[src/rtl/zx8302_pkg.sv]
// rtl/zx8302_pkg.sv - shared constants and helpers for the ZX8302 interrupt controller
package zx8302_pkg;

    // Widest source vector the register file supports (one byte lane).
    localparam int MAX_N_SRC = 8;

    // Register indices on cpu_addr.
    localparam logic [1:0] ADDR_PENDING  = 2'd0;
    localparam logic [1:0] ADDR_MASK     = 2'd1;
    localparam logic [1:0] ADDR_MODE     = 2'd2;
    localparam logic [1:0] ADDR_OVERFLOW = 2'd3;

    // Per-source detection mode as stored in the mode register.
    typedef enum logic {
        MODE_EDGE  = 1'b0,
        MODE_LEVEL = 1'b1
    } src_mode_e;

    // Larger of two 68k priority levels.
    function automatic logic [2:0] ipl_max(input logic [2:0] a, input logic [2:0] b);
        return (a > b) ? a : b;
    endfunction

endpackage

[src/rtl/sync_ff.sv]
// rtl/sync_ff.sv - single-bit multi-stage input synchroniser
module sync_ff #(
    parameter int STAGES = 2
) (
    input  logic clk,
    input  logic reset_n,
    input  logic d,
    output logic q
);

    logic [STAGES-1:0] sync_q;

    // Shift the asynchronous input through the flop chain.
    always_ff @(posedge clk or negedge reset_n) begin
        if (!reset_n) begin
            sync_q <= '0;
        end else begin
            sync_q <= {sync_q[STAGES-2:0], d};
        end
    end

    assign q = sync_q[STAGES-1];

endmodule

[src/rtl/zx8302_irq_ctrl.sv]
// rtl/zx8302_irq_ctrl.sv - ZX8302 interrupt controller with pending/mask/mode/overflow registers and IPL merge
module zx8302_irq_ctrl
    import zx8302_pkg::*;
#(
    parameter int N_SRC       = 5,
    parameter int IRQ_LEVEL   = 2,
    parameter int SYNC_STAGES = 2
) (
    input  logic             clk,
    input  logic             reset_n,
    input  logic             cen,
    input  logic [N_SRC-1:0] src,
    input  logic [2:0]       ext_ipl_n,
    output logic [2:0]       ipl_n,
    output logic             irq,
    input  logic             cpu_sel,
    input  logic             cpu_wr,
    input  logic             cpu_lds,
    input  logic [1:0]       cpu_addr,
    input  logic [7:0]       cpu_din,
    output logic [7:0]       cpu_dout
);

    // Registers are kept a full byte wide; bits at or above N_SRC are forced
    // to zero by this mask so they read 0 and ignore writes.
    localparam logic [MAX_N_SRC-1:0] VALID = MAX_N_SRC'((1 << N_SRC) - 1);

    logic [MAX_N_SRC-1:0] sync_s;
    logic [MAX_N_SRC-1:0] hist_q,     hist_d;
    logic [MAX_N_SRC-1:0] pending_q,  pending_d;
    logic [MAX_N_SRC-1:0] overflow_q, overflow_d;
    logic [MAX_N_SRC-1:0] mask_q,     mask_d;
    logic [MAX_N_SRC-1:0] mode_q,     mode_d;
    logic [MAX_N_SRC-1:0] set_ev;
    logic [MAX_N_SRC-1:0] pend_clr;
    logic [MAX_N_SRC-1:0] ovf_clr;
    logic [SYNC_STAGES:0] arm_q,      arm_d;
    logic                 armed;
    logic                 wr_en;
    logic                 irq_q,      irq_d;
    logic [2:0]           ipl_n_q,    ipl_n_d;
    logic [2:0]           lvl_int;

    // One synchroniser per implemented source; unused lanes tie to zero.
    for (genvar i = 0; i < MAX_N_SRC; i++) begin : g_src
        if (i < N_SRC) begin : g_sync
            sync_ff #(
                .STAGES(SYNC_STAGES)
            ) u_sync (
                .clk    (clk),
                .reset_n(reset_n),
                .d      (src[i]),
                .q      (sync_s[i])
            );
        end else begin : g_tie
            assign sync_s[i] = 1'b0;
        end
    end

    // Release-side reset synchroniser: detection is armed only once the
    // source synchronisers and history flops have refilled after reset, so a
    // source held high through reset does not look like a rising edge.
    assign arm_d = {arm_q[SYNC_STAGES-1:0], 1'b1};
    assign armed = arm_q[SYNC_STAGES];

    // CPU write strobe and the per-register write-1-to-clear vectors.
    assign wr_en    = cpu_sel & cpu_wr & cpu_lds & cen;
    assign pend_clr = (wr_en && cpu_addr == ADDR_PENDING)  ? (cpu_din & VALID) : '0;
    assign ovf_clr  = (wr_en && cpu_addr == ADDR_OVERFLOW) ? (cpu_din & VALID) : '0;

    // Per-source set events: rising edge in edge mode, high level in level mode.
    always_comb begin
        set_ev = '0;
        for (int i = 0; i < MAX_N_SRC; i++) begin
            if (src_mode_e'(mode_q[i]) == MODE_LEVEL) begin
                set_ev[i] = sync_s[i];
            end else begin
                set_ev[i] = sync_s[i] & ~hist_q[i];
            end
        end
        set_ev = set_ev & VALID & {MAX_N_SRC{armed}};
    end

    // Register next-state: set beats clear, overflow records a set on a
    // bit that is already pending, history always follows the synchroniser.
    always_comb begin
        hist_d     = sync_s & VALID;
        pending_d  = (pending_q & ~pend_clr) | set_ev;
        overflow_d = (overflow_q & ~ovf_clr) | (set_ev & pending_q);
        mask_d     = mask_q;
        mode_d     = mode_q;
        if (wr_en && cpu_addr == ADDR_MASK) begin
            mask_d = cpu_din & VALID;
        end
        if (wr_en && cpu_addr == ADDR_MODE) begin
            mode_d = cpu_din & VALID;
        end
    end

    // Interrupt output and merged priority level.
    always_comb begin
        irq_d   = |(pending_q & mask_q);
        lvl_int = irq_q ? 3'(IRQ_LEVEL) : 3'd0;
        ipl_n_d = ~ipl_max(lvl_int, ~ext_ipl_n);
    end

    // State registers.
    always_ff @(posedge clk or negedge reset_n) begin
        if (!reset_n) begin
            arm_q      <= '0;
            hist_q     <= '0;
            pending_q  <= '0;
            overflow_q <= '0;
            mask_q     <= '0;
            mode_q     <= '0;
            irq_q      <= 1'b0;
            ipl_n_q    <= 3'b111;
        end else begin
            arm_q      <= arm_d;
            hist_q     <= hist_d;
            pending_q  <= pending_d;
            overflow_q <= overflow_d;
            mask_q     <= mask_d;
            mode_q     <= mode_d;
            irq_q      <= irq_d;
            ipl_n_q    <= ipl_n_d;
        end
    end

    // Combinational register read mux.
    always_comb begin
        cpu_dout = '0;
        case (cpu_addr)
            ADDR_PENDING:  cpu_dout = pending_q;
            ADDR_MASK:     cpu_dout = mask_q;
            ADDR_MODE:     cpu_dout = mode_q;
            ADDR_OVERFLOW: cpu_dout = overflow_q;
            default:       cpu_dout = '0;
        endcase
    end

    assign irq   = irq_q;
    assign ipl_n = ipl_n_q;

endmodule

[config.mk]
export PLATFORM = sky130hd
export DESIGN_NAME = zx8302_irq_ctrl
export DESIGN_NICKNAME = d
export VERILOG_FILES = /design/src/rtl/zx8302_pkg.sv /design/src/rtl/sync_ff.sv /design/src/rtl/zx8302_irq_ctrl.sv
export SDC_FILE = /design/constraint.sdc
export NUM_CORES = 1
export LEC_CHECK = 0
export BUFFER_PORTS_ARGS = -buffer_cell sky130_fd_sc_hd__clkbuf_2
export CAP_MARGIN = 20
export CORE_ASPECT_RATIO = 0.7
export CORE_MARGIN = 2
export CORE_UTILIZATION = 28
export DETAILED_ROUTE_END_ITERATION = 12
export REMOVE_ABC_BUFFERS = 1
export SLEW_MARGIN = 20
export SYNTH_ARGS = -nofsm -noshare
export SYNTH_HDL_FRONTEND = slang
export SYNTH_SLANG_ARGS = --single-unit
[constraint.sdc]
create_clock -name clk -period 1.4 [get_ports clk]
set_clock_uncertainty 0.2 [all_clocks]
set_input_delay 0.28 -clock clk [delete_from_list [all_inputs] [get_ports clk]]
set_output_delay 0.28 -clock clk [all_outputs]
set_load 0.1 [all_outputs]
==> metrics.md, run 1 <==
| Metric | Value |
|---|---|
| DP Cell Count | `244` |
| Synth Area in Compound Gates | `0.0592` |
| Syn Std Cell Area | `about 1600 sq um` |
| CP peak stage delay | `0.51 ns` |
| Main combinational cell family by area after synthesis | `multiplexers` |
| DRC Markers | `0` |
| Maxcap violations | `0` |
| Die height | `68.2 um` |
| Pre-Repair DR Iteration Count | `4` |
| RSZ-0062 raised after global routing | `yes` |
| Setup crit end kind | `output port` |
| Power Density | `1390 nW/um^2` |
| # clock sinks | `42` |
| Dpl ws | `-0.448 ns` |
| Initial Util | `0.289` |
| Share of post-route cells with drive strength above 1 | `0.513` |
| Critical path buffer and inverter count | `1` |
| Arrival @ worst endpoint | `1.40 ns` |
| Full die area | `6520 sq um` |
| Simple-Gate Fraction of Synth Area | `0.116` |
| TritonCTS Buffers | `5` |
| Setup Viol. Count Final | `22` |
| Antenna-violating nets left | `0` |
| Root buffer cell | `clkbuf_8` |
| DP Area | `2240 sq um` |
| Syn Inst Count | `114` |
| Port Buffers | `29` |
| Hold/Removal Path Class | `in2reg` |
| WL final | `3720 um` |
| Final WS setup | `-0.478 ns` |
| Mean post-synth cell area | `14.5 sq um` |
| Seq/Total Area, Yosys | `0.640` |
| Prevailing post-synth register cell | `dfrtp_1` |
| Non-Filler Instances | `264` |
| Fin. Hold Viols | `0` |
| I/O Pins | `36` |
| Final core utilization | `0.460` |
| Hold Slack | `between 0.004 and 0.005 ns` |
| CP Launch Type | `register` |
| Nets | `213` |
| First-pass GRT wire length | `6180 um` |
| Largest net degree at the start of global routing | `22` |
| Delay-heaviest family, CP | `multiplexers` |
| Async SR Flop Fraction | `1.00` |
| LEAKAGE | `about 1.2 nW` |
| WP data required | `0.92 ns` |
| Status | `complete, but fails checks` |
| TritonCTS clock tree | `built` |
| Initial antenna violation count | `0` |
| Final Instance Area | `2620 sq um` |
| Failing checks | `negative setup slack` |
| CP max-delay cell | `mux4_2` |
| Die Wd | `95.7 um` |
| Core area | `5700 sq um` |
| # fillers | `519` |
| H-tree depth | `2` |
| Post-synthesis register bit count | `42` |
| Synth area leader | `dfrtp_1` |
| Final period demand of the worst path | `1.88 ns` |
| Worst-path cell chain | `mux4_2, buf_12` |
| Post-synthesis mux area share | `0.143` |
| Max Fclk | `0.533 GHz` |
| ANT cells | `0` |
| Xor/xnor share of the synthesized area | `0` |
| Most common cell in the synthesized netlist | `dfrtp_1` |
| Number of synthesis warnings | `0` |
| Clock buffer depth | `2` |
| Sum Neg Setup Slack | `-3.06 ns` |
| Global Route Usage Sum | `0.130` |
| Synth cell count leaders | `39 x dfrtp_1, 10 x mux2_2, 7 x nand2_1` |
| GP Congestion | `0.720` |
| Number of flops mapped to enable cells by yosys | `0` |
| Reg clk slew, reported paths | `0.08 ns` |
| Share of the synthesized area in the top cell type | `0.592` |
| Total number of vias | `1209` |
| Detail Placement HPWL | `2620 um` |
| Critical path type | `reg2out` |
| Slew Viols, Final | `0` |
| Crit Path Max Fanout | `3` |
| DRT iter0 DRCs | `19` |
| Vias per cell | `4.58` |
| Worst skew pair latency | `0.29 ns` |
| Max VDD drop | `0.499 mV` |
| Library cells used by synthesis | `22` |
| Aggregate global routing overflow | `0` |
| Pwr Total | `3.64 mW` |
| Number of global-route vias before repair | `1266` |
| Top cells by area, synth | `dfrtp_1 59%, mux2_2 6.8%, mux4_2 6.8%, dfstp_2 4.8%, a32o_1 3.0%` |
| Site row count | `23` |
| Routed len/inst | `~14 um` |
| Area growth from synthesis to layout | `59.1%` |
| Adder-Cell Fraction of Synth Area | `0.00759` |
| Final worst-path cycle share | `1.34` |
[state kept, by name, summed over array words and instances (netlist names)]
register                    count
arm_q                           3
g_src.g_sync.u_sync.sync_q     10
hist_q                          5
ipl_n                           3
irq                             1
mask_q                          5
mode_q                          5
overflow_q                      5
pending_q                       5
[worst reg2reg max path: cells and delay by family (launching register included)]
family,cells,cell delay [ns]
AOI/OAI and AO/OA,1,0.14
muxes,1,0.19
buffers and inverters,1,0.13
adders and majority gates,1,0.20
DFF,1,0.41
[worst paths after layout]
kind,from,to,slack [ns],depth (start not counted)
worst max-delay path,mode_q[0],cpu_dout[0],-0.48,2
worst min-delay path,ext_ipl_n[0],ipl_n[0],0.004,2
worst max register to register,irq,ipl_n[1],0.06,4
worst min register to register,g_src[4].g_sync.u_sync.sync_q[0],g_src[4].g_sync.u_sync.sync_q[1],0.15,0
max in group asynchronous,reset_n,ipl_n[1],0.30,3
min in group asynchronous,reset_n,overflow_q[3],0.21,2
[power breakdown]
group	internal [mW]	switching [mW]
Sequential	1.33	0.0730
Combinational	0.509	0.575
Clock	0.714	0.433
Total	2.56	1.08
[what timing repair did]
item                                   in CTS  in global routing
setup endpoints to repair                  24                 25
endpoints found under the hold margin      35                  0
buffers inserted                            4                  0
gates resized for setup                    15                 15
pin swaps                                   4                  3
hold buffers                                8                  0
[per-layer routing]
metal / routed length [um] / global-route usage
met5: 0 / 0
met4: 53 / 0.0482
met3: 159 / 0.0352
met2: 1770 / 0.200
met1: 1740 / 0.177
[cells in the final DEF (no fill, tap or decap), drive strengths merged, types with 4 or more instances in the layout]
master,count
conb,4
clkbuf,21
o21ai,5
dfrtp,39
dlygate4sd3,8
mux4,5
nand2b,6
nand4,6
or4b,5
nand2,7
nand3,5
buf,49
mux2,10
a32o,5
[area by class of cell]
cell class	count	area, sq um	share of cell area
repair buffers	73	697	0.266
clock buffers	5	68.8	0.0262
inverters	1	3.75	0.00143
multi-input cells	65	636	0.242
flip-flops and latches	42	1050	0.402
well taps	75	93.8	0.0358
clock inverters	3	68.8	0.0262
[logic make-up (layout without fill, tap and decap cells)]
group | after synthesis | count (layout)
simple gates | 31 | 31
buf+inv | 9 | 82
fa+ha+maj | 1 | 1
flops | 42 | 42
mux | 16 | 16
other cells | 2 | 4
compound gates | 13 | 13
(Power assumes the default switching activity.)
==> run 2, diff against run 1 <==
CORE_MARGIN = unset   (was 2)
==> run 2 against run 1 <==
  * The run still ends with negative setup slack left
  * Clock-buffer cell count stayed put
  * Hold slack better by 0.082 ns
  * Final cell count decreased by 1.1%
  * First-iteration DRC count increased to 2.8 times the previous value
  * Fmax rose by 0.91%
  * Flip-flop and latch count is the same
  * Critical path depth did not move
  * Final area is 3.1% lower
  * Power decreased by 6.6%
==> metrics.md, run 2 (synthesized netlist as in run 1, its figures left out) <==
| Metric | Value |
|---|---|
| Total number of vias | `1225 (was 1209)` |
| Clock buffer depth | `2 (unchanged)` |
| Max reg flops | `10 (unchanged)` |
| Pre-Repair DR Iteration Count | `4 (unchanged)` |
| Final worst-path cycle share | `1.33 (was 1.34)` |
| Initial antenna violation count | `0 (unchanged)` |
| Critical path type | `reg2out (unchanged)` |
| TritonCTS Buffers | `5 (unchanged)` |
| # fillers | `474 (was 519)` |
| Aggregate global routing overflow | `0 (unchanged)` |
| First-pass GRT wire length | `6350 um (was 6180 um)` |
| RSZ-0062 raised after global routing | `yes (unchanged)` |
| # clock sinks | `42 (unchanged)` |
| Core area | `5450 sq um (was 5700 sq um)` |
| Area growth from synthesis to layout | `54.3% (was 59.1%)` |
| Nets | `213 (unchanged)` |
| Reg2reg start | `mode_q[4] (was irq)` |
| Routed len/inst | `15.1 um (was 14.1 um)` |
| Share of post-route cells with drive strength above 1 | `0.524 (was 0.513)` |
| Fin. Hold Viols | `0 (unchanged)` |
| Register Area | `1060 sq um (was 1050 sq um)` |
| Full die area | `6200 sq um (was 6520 sq um)` |
| Crit Path Max Fanout | `2 (was 3)` |
| Maxcap violations | `0 (unchanged)` |
| Setup Viol. Count Final | `24 (was 22)` |
| Worst setup path endpoint | `cpu_dout[2] (was cpu_dout[0])` |
| DP Cell Count | `238 (was 244)` |
| Die height | `66.2 um (was 68.2 um)` |
| Global Route Usage Sum | `0.142 (was 0.130)` |
| Most frequent cells in the layout | `38 x dfrtp_1, 33 x buf_4, 18 x clkbuf_2 (was 39 x dfrtp_1, 28 x buf_4, 15 x clkbuf_2)` |
| Multi-input logic area | `634 sq um (was 636 sq um)` |
| Detail Placement HPWL | `2740 um (was 2620 um)` |
| Setup crit end kind | `output port (unchanged)` |
| Antenna-violating nets left | `0 (unchanged)` |
| Max VDD drop | `0.737 mV (was 0.499 mV)` |
| I/O Pins | `36 (unchanged)` |
| Worst R2R End | `pending_q[4] (was ipl_n[1])` |
| LEAKAGE | `1.12 nW (was 1.15 nW)` |
| Worst r2r path cells | `4 (unchanged)` |
| GP Congestion | `0.782 (was 0.720)` |
| WP data required | `0.92 ns (about the same)` |
| Power Density | `1340 nW/um^2 (was 1390 nW/um^2)` |
| Die Wd | `93.7 um (was 95.7 um)` |
| Reg clk slew, reported paths | `0.08 ns (about the same)` |
| Port Buffers | `29 (unchanged)` |
| Initial Util | `0.302 (was 0.289)` |
| Slew Viols, Final | `0 (unchanged)` |
| Failing checks | `negative setup slack (unchanged)` |
| CP Launch Type | `register (unchanged)` |
| Minimum setup slack among reg-to-reg paths | `0.04 ns (was 0.06 ns)` |
| Final WS setup | `-0.461 ns (was -0.478 ns)` |
| Site row count | `22 (was 23)` |
| Number of global-route vias before repair | `1330 (was 1266)` |
| Worst skew pair latency | `0.29 ns (about the same)` |
| TritonCTS clock tree | `built (unchanged)` |
| Commonest non-fill, non-tap cell in the layout | `dfrtp_1 (unchanged)` |
| Vias per cell | `4.69 (was 4.58)` |
| Root buffer cell | `clkbuf_8 (unchanged)` |
| Hold Slack | `0.0863 ns (was 0.00447 ns)` |
| DRC Markers | `0 (unchanged)` |
| WL final | `3930 um (was 3720 um)` |
| H-tree depth | `2 (unchanged)` |
| ANT cells | `0 (unchanged)` |
| Non-Filler Instances | `261 (was 264)` |
| Final period demand of the worst path | `1.86 ns (was 1.88 ns)` |
| Hold/Removal Path Class | `in2reg (unchanged)` |
| DRT iter0 DRCs | `53 (was 19)` |
| Status | `complete, but fails checks (unchanged)` |
| CP startpoint | `overflow_q[2] (was mode_q[0])` |
| Largest net degree at the start of global routing | `23 (was 22)` |
| Sum Neg Setup Slack | `-3.74 ns (was -3.06 ns)` |
| Biggest register | `g_src.g_sync.u_sync.sync_q (unchanged)` |
| Arrival @ worst endpoint | `1.38 ns (was 1.40 ns)` |
| Max Fclk | `0.537 GHz (was 0.533 GHz)` |
-- run 2: cell count changes in the layout (fill, tap and decap cells not counted), sizes merged --
cell / previous run / this run
dlygate4sd3: 8 / 9
clkbuf: 21 / 24
bufinv: 2 / 1
buf: 49 / 45
clkinv: 1 / 2
-- run 2: repair_timing --
action	4_1_cts	5_1_grt
setup endpoints to repair	24	23
gates resized for setup	4	20
pin swaps	8	7
hold endpoints to repair	47	0
setup buffers	2	5
hold buffers	9	0
-- run 2: critical path, stage by stage (launching register included) --
cell	delay (ns)
dfrtp_1	0.39
mux4_2	0.51
buf_12	0.19
-- run 2: cell type report --
type | count | share of cell area
multi-input cells | 65 | 0.250
clock buffers | 5 | 0.0271
inverters | 1 | 0.00148
clock inverters | 3 | 0.0157
flip-flops and latches | 42 | 0.415
repair buffers | 73 | 0.255
well taps | 72 | 0.0354
-- run 2: how the worst min path moves through the flow --
stage | slack, ns | cells past startpoint | end | startpoint
after floorplan | -0.22 | 0 | arm_q[0] | reset_n
after global placement | 0.08 | 2 | g_src[1].g_sync.u_sync.sync_q[1] | reset_n
after detailed placement | 0.08 | 2 | g_src[1].g_sync.u_sync.sync_q[1] | reset_n
after CTS | 0.07 | 2 | mask_q[4] | cpu_din[4]
after global routing | 0.07 | 2 | mask_q[1] | cpu_din[1]
final | 0.09 | 2 | mask_q[4] | cpu_din[4]
-- run 2: report_power, final --
group          leakage, nW  internal, mW  switching, mW
Combinational        0.594         0.483          0.566
Clock               0.0579         0.525          0.406
Sequential           0.470          1.34         0.0811
-- run 2: metrics by stage --
stage,instance area [sq um],utilization,power (mW),setup slack (ns)
floorplan,1610,-,1.97,-0.510
global placement,2200,0.403,2.37,-0.407
global route,2540,0.466,3.56,-0.516
detailed placement,2200,0.403,2.40,-0.443
finish,2540,0.466,3.40,-0.461
CTS,2420,0.445,3.35,-0.470
-- run 2: metal layers --
layer | wire, um | GRT usage | part of all wire | up-vias
li1 | - | - | - | 560
met1 | 1680 | 0.165 | 0.43 | 620
met2 | 2030 | 0.234 | 0.52 | 33
met3 | 117 | 0.0460 | 0.030 | 12
met4 | 108 | 0.0788 | 0.027 | 0
met5 | 0 | 0 | 0 | -
==> run 3, diff against run 2 <==
SKIP_CTS_REPAIR_TIMING = 1   (was unset)
TNS_END_PERCENT = 50   (was unset)
==> run 3 against run 2 <==
  * Non-clock buffer count is 4 lower
  * Hold slack lost 0.094 ns
  * Final area fell by 3.5%
  * Sequential share of layout area increased by 1.5 points
  * Utilization fell by 1.7 points
  * Combinational power is essentially flat
  * The flow finishes with violations (negative hold slack, negative setup slack)
==> metrics.md, run 3 (synthesized netlist as in run 1, its figures left out) <==
| Metric | Value |
|---|---|
| Status | `complete, but fails checks (unchanged)` |
| Failing checks | `negative hold slack, negative setup slack (was negative setup slack)` |
| Aggregate global routing overflow | `0 (unchanged)` |
| H-tree depth | `2 (unchanged)` |
| TritonCTS Buffers | `5 (unchanged)` |
| Root buffer cell | `clkbuf_8 (unchanged)` |
| Critical path type | `reg2out (unchanged)` |
| Max reg flops | `10 (unchanged)` |
| DRC Markers | `0 (unchanged)` |
| Share of post-route cells with drive strength above 1 | `0.508 (was 0.524)` |
| Hold/Removal Path Class | `in2reg (unchanged)` |
| Fin. Hold Viols | `1 (was 0)` |
| Setup Viol. Count Final | `19 (was 24)` |
| Register Area | `1050 sq um (was 1060 sq um)` |
| Worst-path cell chain | `mux4_2, buf_12 (unchanged)` |
| Most frequent cells in the layout | `39 x dfrtp_1, 31 x buf_4, 18 x clkbuf_2 (was 38 x dfrtp_1, 33 x buf_4, 18 x clkbuf_2)` |
| Commonest non-fill, non-tap cell in the layout | `dfrtp_1 (unchanged)` |
| Biggest register | `g_src.g_sync.u_sync.sync_q (unchanged)` |
| Core area | `5450 sq um (unchanged)` |
| Antenna-violating nets left | `0 (unchanged)` |
| RSZ-0062 raised after global routing | `yes (unchanged)` |
| Initial Util | `0.302 (unchanged)` |
| Routed len/inst | `14.8 um (was 15.1 um)` |
| LEAKAGE | `1.08 nW (was 1.12 nW)` |
| Sum Neg Setup Slack | `-4.15 ns (was -3.74 ns)` |
| Initial antenna violation count | `0 (unchanged)` |
| Pre-Repair DR Iteration Count | `4 (unchanged)` |
| WP data required | `0.92 ns (about the same)` |
| Minimum setup slack among reg-to-reg paths | `0.05 ns (was 0.04 ns)` |
| I/O Pins | `36 (unchanged)` |
| Dpl ws | `-0.443 ns (unchanged)` |
| CP peak stage delay | `0.51 ns (about the same)` |
| Largest net degree at the start of global routing | `23 (unchanged)` |
| Max VDD drop | `0.729 mV (was 0.737 mV)` |
| ANT cells | `0 (unchanged)` |
| Comb pwr share | `0.303 (was 0.309)` |
| Site row count | `22 (unchanged)` |
| GP Congestion | `0.782 (unchanged)` |
| DP Area | `2200 sq um (unchanged)` |
| Crit Path Max Fanout | `2 (unchanged)` |
| Arrival @ worst endpoint | `1.39 ns (was 1.38 ns)` |
| Global Route Usage Sum | `0.135 (was 0.142)` |
| CP Launch Type | `register (unchanged)` |
| Sw Ratio | `0.312 (was 0.310)` |
| DP Cell Count | `238 (unchanged)` |
| Hold Slack | `-0.00746 ns (was 0.0863 ns)` |
| Slew Viols, Final | `0 (unchanged)` |
| First-pass GRT wire length | `6080 um (was 6350 um)` |
| Maxcap violations | `0 (unchanged)` |
| Internal power | `2.31 mW (was 2.34 mW)` |
| Setup crit end kind | `output port (unchanged)` |
| Final Instance Area | `2450 sq um (was 2540 sq um)` |
| Min-delay src | `ext_ipl_n[1] (was cpu_din[4])` |
| Clock buffer depth | `2 (unchanged)` |
| Sw Pwr | `1.05 mW (about the same)` |
| Die Wd | `93.7 um (unchanged)` |
| WL final | `3800 um (was 3930 um)` |
| # clock sinks | `42 (unchanged)` |
| Total number of vias | `1223 (was 1225)` |
| Reg2reg start | `mode_q[3] (was mode_q[4])` |
| Area growth from synthesis to layout | `48.8% (was 54.3%)` |
| Port Buffers | `29 (unchanged)` |
| Number of global-route vias before repair | `1290 (was 1330)` |
| Reg clk slew, reported paths | `0.08 ns (about the same)` |
| Max Fclk | `0.536 GHz (was 0.537 GHz)` |
| Power Density | `1370 nW/um^2 (was 1340 nW/um^2)` |
| Non-Filler Instances | `257 (was 261)` |
| DRT iter0 DRCs | `46 (was 53)` |
| Final worst-path cycle share | `1.33 (about the same)` |
| TritonCTS clock tree | `built (unchanged)` |
| Nets | `209 (was 213)` |
| Final WS setup | `-0.466 ns (was -0.461 ns)` |
| CP startpoint | `overflow_q[2] (unchanged)` |
| Full die area | `6200 sq um (unchanged)` |
| # fillers | `481 (was 474)` |
| Multi-input logic area | `583 sq um (was 634 sq um)` |
| Detail Placement HPWL | `2740 um (unchanged)` |
| Clock share of power | `0.279 (was 0.274)` |
| Die height | `66.2 um (unchanged)` |
| Vias per cell | `4.76 (was 4.69)` |
| Seq pwr share | `0.418 (was 0.417)` |
| Worst skew pair latency | `0.30 ns (was 0.29 ns)` |
| CP max-delay cell | `mux4_2 (unchanged)` |
| Final period demand of the worst path | `1.87 ns (was 1.86 ns)` |
-- run 3: path summary, 6_finish.rpt --
check	end	depth (start not counted)
max	cpu_dout[2]	2
min	ipl_n[1]	3
max reg2reg	pending_q[3]	4
min reg2reg	g_src[3].g_sync.u_sync.sync_q[1]	0
max in group asynchronous	ipl_n[1]	3
min in group asynchronous	overflow_q[3]	3
-- run 3: per-layer routing --
layer / wire (um) / track usage
met5: 0 / 0
met3: 128 / 0.0356
met4: 102 / 0.0865
met2: 1960 / 0.222
met1: 1600 / 0.158
-- run 3: power by group through the flow --
stage / logic (mW) / registers [mW] / clock network [mW]
final: 1.02 / 1.41 / 0.940
after global routing: 1.07 / 1.42 / 1.02
after CTS: 0.973 / 1.41 / 0.958
after detailed placement: 0.970 / 1.43 / 0
after global placement: 0.952 / 1.42 / 0
after floorplan: 0.431 / 1.54 / 0
-- run 3: final cells by class --
type	instances	area share
Inverter	1	0.00153
Tap cell	72	0.0367
Multi-Input combinational cell	65	0.238
Clock buffer	5	0.0281
Sequential cell	42	0.430
Timing Repair Buffer	69	0.249
Clock inverter	3	0.0163
-- run 3: metrics by stage --
step	total power, mW	utilization
floorplan	1.97	-
global placement	2.37	0.403
detailed placement	2.40	0.403
CTS	3.34	0.423
global route	3.51	0.450
finish	3.37	0.450
-- run 3: worst max-delay path, delay by kind of cell (launching register included) --
family	cells	cell delay [ns]
DFF	1	0.39
buffers and inverters	1	0.19
muxes	1	0.51
